## src/rtl/uart_rx_pkg.sv

```systemverilog
// uart_rx_pkg: shared state encodings and the counter-width helper for uart_rx.
package uart_rx_pkg;
    localparam logic [2:0] IDLE_ENC   = 3'd0;
    localparam logic [2:0] START_ENC  = 3'd1;
    localparam logic [2:0] DATA_ENC   = 3'd2;
    localparam logic [2:0] PARITY_ENC = 3'd3;
    localparam logic [2:0] STOP_ENC   = 3'd4;

    typedef enum logic [2:0] {
        IDLE   = IDLE_ENC,
        START  = START_ENC,
        DATA   = DATA_ENC,
        PARITY = PARITY_ENC,
        STOP   = STOP_ENC
    } state_t;

    // Never returns 0 so counters stay at least one bit wide.
    function automatic int clog2(input int n);
        int r = 0;
        while ((1 << r) < n) r++;
        return (r < 1) ? 1 : r;
    endfunction
endpackage

```

## src/rtl/uart_rx_sync_2ff.sv

```systemverilog
// sync_2ff: two-flop synchroniser for an asynchronous input, both flops reset to 1.
// Ports: i_clk clock, i_rst_n async active-low reset, i_d async input, o_q synchronised output.
module sync_2ff (
    input  logic i_clk,
    input  logic i_rst_n,
    input  logic i_d,
    output logic o_q
);
    logic meta;

    always_ff @(posedge i_clk or negedge i_rst_n)
        if (!i_rst_n) begin
            meta <= 1'b1;
            o_q  <= 1'b1;
        end else begin
            meta <= i_d;
            o_q  <= meta;
        end
endmodule

```

## src/rtl/uart_rx.sv

```systemverilog
// uart_rx: oversampling UART receiver assembling LSB-first frames into NB_WORD-bit words.
// Ports: i_clk clock, i_rst_n async active-low reset, i_rx serial line (idle high),
//        i_tick baud oversample strobe (N_TICK per bit), o_data last valid word,
//        o_rx_done new-word pulse, o_frame_err stop-bit-low pulse, o_parity_err parity pulse.
// Option: define UART_RX_PARITY_EN to add an even-parity bit after the data bits.
module uart_rx #(
    parameter int NB_WORD = 8,
    parameter int N_TICK  = 16
) (
    input  logic               i_clk,
    input  logic               i_rst_n,
    input  logic               i_rx,
    input  logic               i_tick,
    output logic [NB_WORD-1:0] o_data,
    output logic               o_rx_done,
    output logic               o_frame_err,
    output logic               o_parity_err
);
    import uart_rx_pkg::*;

    localparam int TW = clog2(N_TICK);
    localparam int BW = clog2(NB_WORD);
`ifdef UART_RX_PARITY_EN
    localparam state_t AFTER_DATA = PARITY;
`else
    localparam state_t AFTER_DATA = STOP;
`endif

    state_t             state, state_n;
    logic [TW-1:0]      tick_cnt, tick_n;
    logic [BW-1:0]      bit_cnt, bit_n;
    logic [NB_WORD-1:0] shreg, sh_n, data_n;
    logic               done_n, ferr_n, rx_s;
    wire                half_end = i_tick && tick_cnt == TW'(N_TICK/2 - 1);
    wire                bit_end  = i_tick && tick_cnt == TW'(N_TICK - 1);
`ifdef UART_RX_PARITY_EN
    logic               mark, mark_n, perr_n;
`endif

    sync_2ff u_sync (.i_clk(i_clk), .i_rst_n(i_rst_n), .i_d(i_rx), .o_q(rx_s));

    always_ff @(posedge i_clk or negedge i_rst_n)
        if (!i_rst_n) begin
            state       <= IDLE;
            tick_cnt    <= '0;
            bit_cnt     <= '0;
            shreg       <= '0;
            o_data      <= '0;
            o_rx_done   <= 1'b0;
            o_frame_err <= 1'b0;
`ifdef UART_RX_PARITY_EN
            mark         <= 1'b0;
            o_parity_err <= 1'b0;
`endif
        end else begin
            state       <= state_n;
            tick_cnt    <= tick_n;
            bit_cnt     <= bit_n;
            shreg       <= sh_n;
            o_data      <= data_n;
            o_rx_done   <= done_n;
            o_frame_err <= ferr_n;
`ifdef UART_RX_PARITY_EN
            mark         <= mark_n;
            o_parity_err <= perr_n;
`endif
        end

`ifndef UART_RX_PARITY_EN
    assign o_parity_err = 1'b0;
`endif

    always_comb begin
        state_n = state;
        tick_n  = tick_cnt;
        bit_n   = bit_cnt;
        sh_n    = shreg;
        data_n  = o_data;
        done_n  = 1'b0;
        ferr_n  = 1'b0;
`ifdef UART_RX_PARITY_EN
        mark_n  = mark;
        perr_n  = 1'b0;
`endif
        case (state)
            IDLE:
                if (!rx_s) begin
                    state_n = START;
                    tick_n  = '0;
`ifdef UART_RX_PARITY_EN
                    mark_n  = 1'b0;
`endif
                end
            // Re-check the line at mid start bit to reject glitches.
            START:
                if (half_end) begin
                    state_n = rx_s ? IDLE : DATA;
                    tick_n  = '0;
                    bit_n   = '0;
                end else if (i_tick) tick_n = tick_cnt + TW'(1);
            DATA:
                if (bit_end) begin
                    sh_n    = {rx_s, shreg[NB_WORD-1:1]};
                    tick_n  = '0;
                    state_n = (bit_cnt == BW'(NB_WORD - 1)) ? AFTER_DATA : DATA;
                    bit_n   = bit_cnt + BW'(1);
                end else if (i_tick) tick_n = tick_cnt + TW'(1);
`ifdef UART_RX_PARITY_EN
            PARITY:
                if (bit_end) begin
                    mark_n  = rx_s ^ (^shreg);
                    tick_n  = '0;
                    state_n = STOP;
                end else if (i_tick) tick_n = tick_cnt + TW'(1);
`endif
            STOP:
                if (bit_end) begin
                    tick_n  = '0;
                    state_n = IDLE;
                    if (!rx_s) ferr_n = 1'b1;
`ifdef UART_RX_PARITY_EN
                    else if (mark) perr_n = 1'b1;
`endif
                    else begin
                        data_n = shreg;
                        done_n = 1'b1;
                    end
                end else if (i_tick) tick_n = tick_cnt + TW'(1);
            default: state_n = IDLE;
        endcase
    end
endmodule
```

## config.mk

```make
export PLATFORM = sky130hd
export DESIGN_NAME = uart_rx
export DESIGN_NICKNAME = d
export VERILOG_FILES = /design/src/rtl/uart_rx_pkg.sv /design/src/rtl/uart_rx_sync_2ff.sv /design/src/rtl/uart_rx.sv
export SDC_FILE = /design/constraint.sdc
export NUM_CORES = 1
export LEC_CHECK = 0
export CAP_MARGIN = 10
export CORE_ASPECT_RATIO = 0.75
export CORE_MARGIN = 5
export CORE_UTILIZATION = 50
export CTS_CLUSTER_DIAMETER = 100
export DETAILED_ROUTE_END_ITERATION = 7
export PLACE_DENSITY = 0.75
export SYNTH_ARGS = -nofsm -noshare
export SYNTH_HDL_FRONTEND = slang
export SYNTH_HIERARCHICAL = 1
export SYNTH_SLANG_ARGS = --single-unit
```

## constraint.sdc

```tcl
create_clock -name i_clk -period 3.8 [get_ports i_clk]
set_clock_uncertainty 0.05 [all_clocks]
set_input_delay 0.38 -clock i_clk [delete_from_list [all_inputs] [get_ports i_clk]]
set_output_delay 0.38 -clock i_clk [all_outputs]
set_load 0.05 [all_outputs]
```

After elaboration in Yosys (flattened, before gate mapping). Index checks and enable logic that the tools add are counted.

Flip-flop bits (word level): 30. Logic and storage cells: 53.

Add/subtract/negate cells: 2. Equality and inequality tests: 10. Muxes and demuxes: 21. Reduce and logical (&&, ||, !) cells: 11.

Operator list (number): 3-bit two-way mux (7); 4-bit two-way mux (4); 3-bit one-hot mux with 4 select lines (1); 4-bit one-hot mux with 3 select lines (1); 2-bit inequality test (second input constant) (4); 3-bit equality test (second input constant) (2); 1-bit two-way mux (6); 3-bit one-hot mux with 2 select lines (1); 3-bit AND reduction (2); 4-bit by 1-bit adder with 4-bit output (second input constant) (1); 4-bit by 3-bit equality test with 1-bit output (second input constant) (1); 4-bit equality test (second input constant) (1); 2-bit AND reduction (2); 4-bit AND reduction (1); 3-bit by 1-bit adder with 3-bit output (second input constant) (1); 3-bit by 1-bit equality test with 1-bit output (second input constant) (1); 3-bit by 2-bit equality test with 1-bit output (second input constant) (1); 3-bit logical NOT (1); 3-bit nonzero test (1); 1-bit logical AND (2); 2-bit two-way mux (1); 2-bit nonzero test (1); 2-bit OR reduction (1).

Depth between registers and ports, before layout. Gate-level depths: netlist of run 1.

Depth after elaboration: 4. Gate-level depth with buffers: 5.

Cells and area by module. Netlist of run 1, hierarchy kept.

Modules (own cells, without submodules): uart_rx (times used 1, cells an instance 103, area each 1318.8 um2, seq. area each 700.7 um2); sync_2ff (times used 1, cells an instance 2, area each 52.6 um2, seq. area each 52.6 um2).

Worst setup path after synthesis of run 1. OpenSTA, ideal clock, no wires.

Path kind: register to register. From: register tick_cnt[0]. To: register tick_cnt[1]. Library setup time: 0.068 ns. Arrival time: 1.492 ns. Data required time: 3.682 ns. Path slack: 2.190 ns. Stages on the path, launching flop included: 6. Buffers on the path: 0. Path through: dfrtp_1 -> ha_1 -> and4_4 -> o32a_1 -> nor2_2 -> a32o_1.

Cells in the longest elaborated chain, start to end: 4. Elaborated cells on any way between the ends: 9. Those cells by class: add/sub (1); eq/ne (2); mux (4); reduce/logical (2).

RTL lines: start: declaration (line uart_rx.sv:30) `logic [TW-1:0] tick_cnt, tick_n;`; start signal: assignment (line uart_rx.sv:57) `tick_cnt <= tick_n;`; 4-bit by 1-bit adder with 4-bit output (tied with other cells) (line uart_rx.sv:100, uart_rx.sv:107, uart_rx.sv:128); 4-bit two-way mux (tied with other cells) (line uart_rx.sv:100, uart_rx.sv:107, uart_rx.sv:128); 4-bit two-way mux, on equally long branches (line uart_rx.sv:102, uart_rx.sv:96); 4-bit one-hot mux with 3 select lines (*) (line uart_rx.sv:85) `case (state)`.

Mark *: on every way between the ends. The rest lies on a longest branch, timed or not. A chain may end at the register's enable or synchronous reset.

Final worst setup path of run 1.
From: input port i_tick. To: register shreg[0].

Cells in the longest elaborated chain, start to end: 2.

RTL lines: start: declaration (line uart_rx.sv:13) `input logic i_tick,`; 1-bit logical AND (line uart_rx.sv:35) `wire bit_end = i_tick && tick_cnt == TW'(N_TICK - 1);`; 2-bit AND reduction (no line); end signal: assignment (line uart_rx.sv:59) `shreg <= sh_n;`; end: declaration (line uart_rx.sv:32) `logic [NB_WORD-1:0] shreg, sh_n, data_n;`.

No other way between the ends.

==> results.json, run 1 <==
{
  "die_area_um2": 3900,
  "tightest_slew_ns": 0.794,
  "clock_power_share": 0.319,
  "final_cells": 156,
  "synth_nets": 112,
  "relSlewSlack": 0.468,
  "cp-start-kind": "input pin",
  "worst-setup-path-type": "input pin to flop",
  "path_max_fanout": 11,
  "yosysUniqueCellTypes": 39,
  "worst_hold_path_type": "flop to flop",
  "utilization": 0.604,
  "grt_max_degree": 31,
  "synth.cell_area_um2": 1370,
  "ys_seq_area_frac": 0.549,
  "use_met3": 0.0616,
  "antenna_found_initial": 0,
  "max_cap_viol_count": 0,
  "cp_data_required_time_ns": 3.91,
  "holdBufCountCts": 0,
  "setup_viol": 0,
  "seqPwrFrac": 0.527,
  "power_switching_mw": 0.199,
  "period_share": 0.584,
  "met1_usage": 0.182,
  "cts_buffers": 5,
  "clock-root-buffer": "clkbuf_8",
  "synthCells": 105,
  "syn_to_final_growth_pct": 15.4,
  "netlist_top_cells_count": "28 x dfrtp_1, 14 x mux2_1, 7 x nor2_1",
  "final_nets": 127,
  "rows": 16,
  "grt-ovfl-total": 0,
  "io_pins": 15,
  "async_flop_share": 1.00,
  "grt_first_pass_wirelength_mm": 4.11,
  "grt_busiest_layer": "met2",
  "p_sw_frac": 0.276,
  "arrival_ns": 2.33,
  "p_comb_frac": 0.154,
  "yosys_most_used_dff": "dfrtp_1",
  "wl_per_cell_um": 15.1,
  "grt_use_total": 0.132,
  "core_um2": 2620,
  "outcome": "complete, no violations",
  "end_kind": "flop",
  "n_antenna_cell": 0,
  "grt_pass1_vias": 813,
  "htreeDepth": 2,
  "p_int_mw": 0.523,
  "grt_use_met2": 0.188,
  "yosysWarnings": 6,
  "routed-via-count": 867,
  "portBuffers": 13,
  "dp.cells": 149,
  "hpwl_mm": 1.67,
  "die_height_um": 55.4,
  "min_period_ns": 2.22,
  "drc": 0,
  "fin_area_um2": 1580,
  "start_util": 0.523,
  "tns_ns": 0,
  "yosysTopAreaCell": "dfrtp_1",
  "routed_wl_mm": 2.36,
  "clockBufferDepth": 2,
  "drive_gt1_frac": 0.142,
  "post_cts_buffers": 0,
  "synth_edf_count": 0,
  "drtPass1Iterations": 4,
  "drv_slew": 0,
  "synth_top_area_frac": 0.511,
  "ir_drop_mv": 0.301,
  "hold_violations": 0,
  "cts_sinks": 30,
  "fill_cells": 218,
  "clk_pin_slew_ns": 0.06,
  "cts_tree": "yes",
  "via_per_inst": 5.56,
  "yosysMostFrequentCell": "dfrtp_1",
  "dpl-instance-area_um2": 1510,
  "powerDensity_nw_per_um2": 456,
  "die_x_um": 70.5,
  "gp_congestion": 0.776,
  "synth-seq-cells": 30,
  "avgSynthCellArea_um2": 13.1,
  "p_leak_nw": 0.769,
  "clock_latency_ns": 0.27,
  "fmax_mhz": 451,
  "synth_area_leaders": "dfrtp_1 51%, mux2_1 11%, dfstp_2 3.8%",
  "rsz0062_at_grt": "no",
  "dr.first_iter.drc_count": 66,
  "cts.repair.resized": 0,
  "ant_nets": 0
}
-- worst max-delay path, cell delays in order --
cell	delay (ns)
clkdlybuf4s50_1	0.63
nand4_1	0.22
nor3_2	0.69
mux2_2	0.41
-- power by group through the flow --
stage | logic [mW] | registers (mW) | clock network (mW)
after floorplan | 0.0982 | 0.370 | 0
final | 0.111 | 0.380 | 0.230
after detailed placement | 0.113 | 0.383 | 0
after global routing | 0.126 | 0.384 | 0.255
after global placement | 0.106 | 0.381 | 0
after CTS | 0.112 | 0.378 | 0.236
-- state kept, by name (all words and copies together), names as in the netlist --
register,count
o_data,8
shreg,8
tick_cnt,4
bit_cnt,3
state,3
o_frame_err,1
o_rx_done,1
u_sync/meta,1
u_sync/o_q,1
-- final timing paths --
path / from / to / slack [ns] / cells after the start
worst max-delay path: i_tick / shreg[0] / 1.58 / 4
worst min-delay path: u_sync/meta / u_sync/o_q / 0.30 / 0
worst max register to register: tick_cnt[0] / shreg[0] / 1.70 / 4
worst min register to register: u_sync/meta / u_sync/o_q / 0.30 / 0
max in group asynchronous: i_rst_n / u_sync/o_q / 2.95 / 2
min in group asynchronous: i_rst_n / tick_cnt[2] / 0.44 / 2
-- metal layers --
layer,vias to the layer above,share of wire
met3,0,0.051
li1,414,-
met4,0,0
met5,-,0
met2,19,0.46
met1,434,0.49
-- final cells by class --
class / instances / area, um^2 / share of cell area
repair buffers: 14 / 138 / 0.0870
inverters: 2 / 7.51 / 0.00474
clock buffers: 7 / 76.3 / 0.0482
flip-flops and latches: 30 / 753 / 0.476
multi-input cells: 67 / 563 / 0.356
well taps: 36 / 45.0 / 0.0285
-- cells by family after synthesis --
logic type | synth area share
AO/OA/AOI/OAI | 0.0985
other | 0.00273
multiplexers | 0.147
flip-flops | 0.549
buffers and inverters | 0.0401
AND/OR/NAND/NOR | 0.135
adder cells (fa/ha/maj) | 0.0274
-- layout by cell type, fill, tap and decap left out, types with 2 or more instances in the layout --
| cell | instances |
|---|---|
| inv_1 | 2 |
| mux2_1 | 14 |
| nor2_1 | 7 |
| clkbuf_1 | 2 |
| a22o_1 | 4 |
| dfrtp_1 | 28 |
| clkdlybuf4s50_1 | 13 |
| nor2b_1 | 3 |
| mux2_2 | 3 |
| nand3_1 | 3 |
| dfstp_2 | 2 |
| nand4_1 | 2 |
| clkbuf_8 | 5 |
| a21oi_1 | 2 |
| nand2_1 | 2 |
| ha_1 | 3 |
| or2b_1 | 2 |
-- per-stage QoR --
stage	hold slack, ns	power [mW]	setup WS [ns]
global route	0.312	0.764	1.41
detailed placement	0.297	0.496	1.30
global placement	0.296	0.487	1.38
finish	0.304	0.722	1.58
CTS	0.305	0.727	1.59
floorplan	0.0344	0.468	2.19
Note: power is estimated with default switching activity, not from simulation.
==> run 2, diff against run 1 <==
- CORE_UTILIZATION: 50 -> 49
- PLACE_DENSITY: 0.75 -> 0.77
- clock period: 3.8 -> 2 ns (I/O delays scaled with it)
==> run 2 against run 1 <==
  * Sequential power increased by 89%
  * Largest cell class unchanged
  * Via count increased by 1.3%
  * Hold slack got worse by 0.049 ns
  * Total power increased by 97%
  * Wire length decreased by 0.93%
  * Sequential share of layout area decreased by 0.85 points
  * Critical path depth increased by 1
  * Global-route usage decreased by 0.35 points
==> results.json, run 2 (synthesis gave the netlist of run 1 again) <==
{
  "worst-setup-path-type": "flop to flop",
  "layout_common_cells": "28 x dfrtp_1, 14 x mux2_1, 13 x clkdlybuf4s50_1, 7 x nor2_1, 6 x clkbuf_8",
  "path_buf_inv": 0,
  "post_cts_buffers": 0,
  "htreeDepth": 2,
  "n_antenna_cell": 0,
  "gp_congestion": 0.843,
  "arrival_ns": 1.96,
  "drive_gt1_frac": 0.163,
  "period_share": 0.900,
  "cts_sinks": 30,
  "dr.first_iter.drc_count": 69,
  "clock_latency_ns": 0.28,
  "die_height_um": 55.8,
  "ant_nets": 0,
  "setup_viol": 0,
  "holdBufCountCts": 0,
  "routed_wl_mm": 2.34,
  "worst_hold_path_type": "input pin to async pin",
  "cpLargestDelayFamily": "compound AO/OA/AOI/OAI gates",
  "clockBufferDepth": 2,
  "routed-via-count": 878,
  "start_util": 0.519,
  "die_area_um2": 3970,
  "mostFrequentLayoutCell": "dfrtp_1",
  "core_um2": 2640,
  "powerDensity_nw_per_um2": 881,
  "crit_path_cell_trace": "ha_1, and4_4, o32a_1, nor2_2, a32o_1",
  "final_nets": 129,
  "ff2ff_path_depth": 5,
  "clk_pin_slew_ns": 0.06,
  "wl_per_cell_um": 14.7,
  "reg_top3": "o_data (8), shreg (8), tick_cnt (4)",
  "outcome": "complete, no violations",
  "via_per_inst": 5.52,
  "fmax_mhz": 555,
  "drc": 0,
  "io_pins": 15,
  "timing.hold.ws_ns": 0.255,
  "cpMaxStageDelayCell": "dfrtp_1",
  "cts.repair.resized": 0,
  "die_x_um": 71.1,
  "slowest_delay_ns": 0.41,
  "relSlewSlack": 0.659,
  "grt_use_total": 0.129,
  "ir_drop_mv": 0.420,
  "end_kind": "flop",
  "syn_to_final_growth_pct": 17.5,
  "rsz0062_at_grt": "no",
  "tightest_slew_ns": 0.510,
  "drtPass1Iterations": 4,
  "cp.depth": 5,
  "cts_tree": "yes",
  "grt_pass1_vias": 817,
  "path_max_fanout": 5,
  "grt-ovfl-total": 0,
  "grt_first_pass_wirelength_mm": 4.02,
  "cp_data_required_time_ns": 2.16,
  "clock-root-buffer": "clkbuf_8",
  "min_period_ns": 1.80,
  "max_cap_viol_count": 0,
  "hpwl_mm": 1.65,
  "cts_buffers": 5,
  "hold_violations": 0,
  "cp-start-kind": "flop",
  "p_leak_nw": 0.787,
  "tns_ns": 0,
  "rows": 16,
  "grt_max_degree": 31,
  "portBuffers": 13,
  "antenna_found_initial": 0,
  "drv_slew": 0
}
run 2: worst paths after layout:
path	slack [ns]	to	start
max	0.20	tick_cnt[1]	tick_cnt[0]
min	0.26	state[0]	i_rst_n
max reg2reg	0.20	tick_cnt[1]	tick_cnt[0]
min reg2reg	0.30	u_sync/o_q	u_sync/meta
max in group asynchronous	1.32	u_sync/meta	i_rst_n
min in group i_clk	0.29	u_sync/meta	i_rx
run 2: cell type report:
| cell class | instances | area, um^2 |
|---|---|---|
| timing repair buffer | 16 | 153 |
| fill | 221 | 1030 |
| tap | 36 | 45.0 |
| multi-input combinational | 67 | 563 |
| sequential | 30 | 753 |
| inverter | 2 | 7.51 |
| clock buffer | 8 | 90.1 |
run 2: power breakdown:
| group | total [mW] | switching, mW | internal, mW | leakage [nW] |
|---|---|---|---|---|
| logic | 0.214 | 0.112 | 0.102 | 0.340 |
| clock network | 0.487 | 0.207 | 0.280 | 0.0455 |
| registers | 0.720 | 0.0670 | 0.653 | 0.402 |
run 2: per-layer routing:
layer,track usage,share of wire,vias to the layer above
li1,-,-,411
met1,0.183,0.47,431
met2,0.174,0.45,30
met3,0.0469,0.059,6
met4,0.0563,0.020,0
met5,0,0,-
run 2: through the flow:
| step | setup WS (ns) | instance area (um^2) | util | instances | power [mW] |
|---|---|---|---|---|---|
| floorplan | 0.390 | 1370 | - | 105 | 0.889 |
| global placement | 0.160 | 1520 | 0.576 | 151 | 0.927 |
| detailed placement | 0.133 | 1520 | 0.576 | 151 | 0.941 |
| CTS | 0.204 | 1610 | 0.610 | 159 | 1.43 |
| global route | 0.147 | 1610 | 0.610 | 159 | 1.49 |
| finish | 0.199 | 1610 | 0.610 | 159 | 1.42 |
==> RTL change (settings of run 1) <==
The parameter `N_TICK` goes from 16 to 15.
--- a/src/rtl/uart_rx.sv
+++ b/src/rtl/uart_rx.sv
@@ -6,5 +6,5 @@
 module uart_rx #(
     parameter int NB_WORD = 8,
-    parameter int N_TICK  = 16
+    parameter int N_TICK  = 15
 ) (
     input  logic               i_clk,
Formal check against the unedited RTL: same outputs for any inputs over 10 cycles, from zero or initial values and one cycle with i_rst_n low; that may be too few to reach the edited logic, so the function may still have changed.
==> RTL change against run 1 <==
Sequential cell count stayed put. Worst setup slack better by 0.12 ns. Synthesized cell count is 0.95% higher. Wire length is 3.6% lower. Final area is 1.0% higher. Hold slack better by 0.0028 ns. Synthesized area is 1.4% higher. Critical path type is now reg2reg. Critical endpoint is now o_data[5]$_DFFE_PN0P_. Power is 1.4% higher.
==> RTL change: results (changes against run 1) <==
Status
  – Status: finished clean

GRT
  – First-pass GRT wire length: 4140 um (+0.85%)
  – Grt met1 use: 18.4% (+0.17 points)
  – Vias in the first global route: 858 (+5.5%)
  – Total track usage: 13.4% (+0.17 points)
  – Met2 usage in global routing: 18.1% (-0.70 points)
  – Met3 Usage GRT: 6.14% (-0.022 points)

Route
  – Metal3 WL: 163 um (+35%)
  – Highest routed layer: met4
  – Via density: 5.44 (-2.1%)
  – Routed wire length: 2280 um (-3.6%)
  – 1st-iter DRT viols: 67 (+1.5%)
  – Wire length per cell: 14.4 um (-4.9%)
  – Metal2 WL: 984 um (-9.0%)
  – Wl on met1: 1090 um (-6.2%)

Yosys
  – Synth Area in XOR/XNOR: 1.26% (+1.3 points)
  – Synth area leader: dfrtp_1
  – Most common library cells after synthesis: dfrtp_1 (28), mux2_4 (8), mux2_1 (7), nor2_1 (6), a21oi_1 (5)
  – Synth Area in Compound Gates: 8.55% (-1.3 points)
  – Synth area leaders: dfrtp_1 (50%), mux2_4 (8.6%), mux2_1 (5.7%)
  – Async S/R FF share, synth: 100% (unchanged)
  – Adder-cell share of the synthesized area: 3.60% (+0.86 points)
  – Multiplexer area fraction after synthesis: 15.9% (+1.2 points)
  – Post-synthesis sequential area ratio: 54.2% (-0.74 points)
  – Synth cell types: 36 (-7.7%)
  – Mapped Cells: 106 (+0.95%)

Layout
  – Fraction of area in multi-input gates: 35.8% (+0.26 points)
  – Multi-Input Combinational: 68 (+1.5%)
  – Fill cells: 211 (-3.2%)
  – Inverter count: 3 (+1)
  – Share of cells above drive strength 1: 19.7% (+5.5 points)
  – Clkbuf count: 5 (-2)
  – Inserted Diodes: 0 (unchanged)
  – Non-clock buffer share: 8.61% (-0.088 points)
  – Clock network share of area: 4.93% (+0.11 points)
  – Top flop regs: o_data: 8 flops, shreg: 8 flops, tick_cnt: 4 flops
  – Final core utilization: 60.5% (+0.16 points)
  – Final #Nets: 130 (+2.4%)

Pwr
  – VDD IR-drop max: 0.243 mV (-19%)
  – Lkg Pwr: 0.767 nW (-0.27%)

Clocking
  – H-tree Lvls: 2 (unchanged)
  – Clk slew on worst S/H paths: 0.06 ns (about the same)
  – CTS root buffer: clkbuf_8
  – Post_cts resized: 0 (unchanged)

Critical path
  – Family with the most delay on the worst path: simple AND/OR/NAND/NOR gates
  – Worst Path Max Fanout: 9 (-2)
  – CP arrival: 2.21 ns (-0.12 ns)
  – Crit-path max cell delay: 0.54 ns (-0.15 ns)
  – Worst r2r path cells: 6 (+2)
  – Slowest stage cell, crit path: and3_1

Placed design
  – Placed instance area: 1520 um^2 (+0.91%)
  – Place WS: 1.50 ns (+0.199 ns)
  – Post-placement cell count: 151 (+1.3%)
  – Dpl hpwl: 1610 um (-3.3%)
  – Routability cong.: 0.794 (+2.3%)

Timing
  – Worst-margin pin slew: 0.546 ns (-0.248 ns)

Min path
  – Hold crit path type: reg2reg
-- RTL change: worst paths after layout --
check                                        start                    end  slack [ns]
max                        tick_cnt[0]$_DFFE_PN0P_  o_data[5]$_DFFE_PN0P_        1.70
max in group asynchronous                  i_rst_n  u_sync/meta$_DFF_PN1_        2.96
min reg2reg                  u_sync/meta$_DFF_PN1_   u_sync/o_q$_DFF_PN1_        0.31
min                          u_sync/meta$_DFF_PN1_   u_sync/o_q$_DFF_PN1_        0.31
min in group asynchronous                  i_rst_n  o_data[7]$_DFFE_PN0P_        0.44
max reg2reg                tick_cnt[0]$_DFFE_PN0P_  o_data[5]$_DFFE_PN0P_        1.70
-- RTL change: power breakdown --
part | switching (mW) | internal, mW
Clock | 0.108 | 0.122
Sequential | 0.0432 | 0.347
Combinational | 0.0600 | 0.0510
Total | 0.211 | 0.521
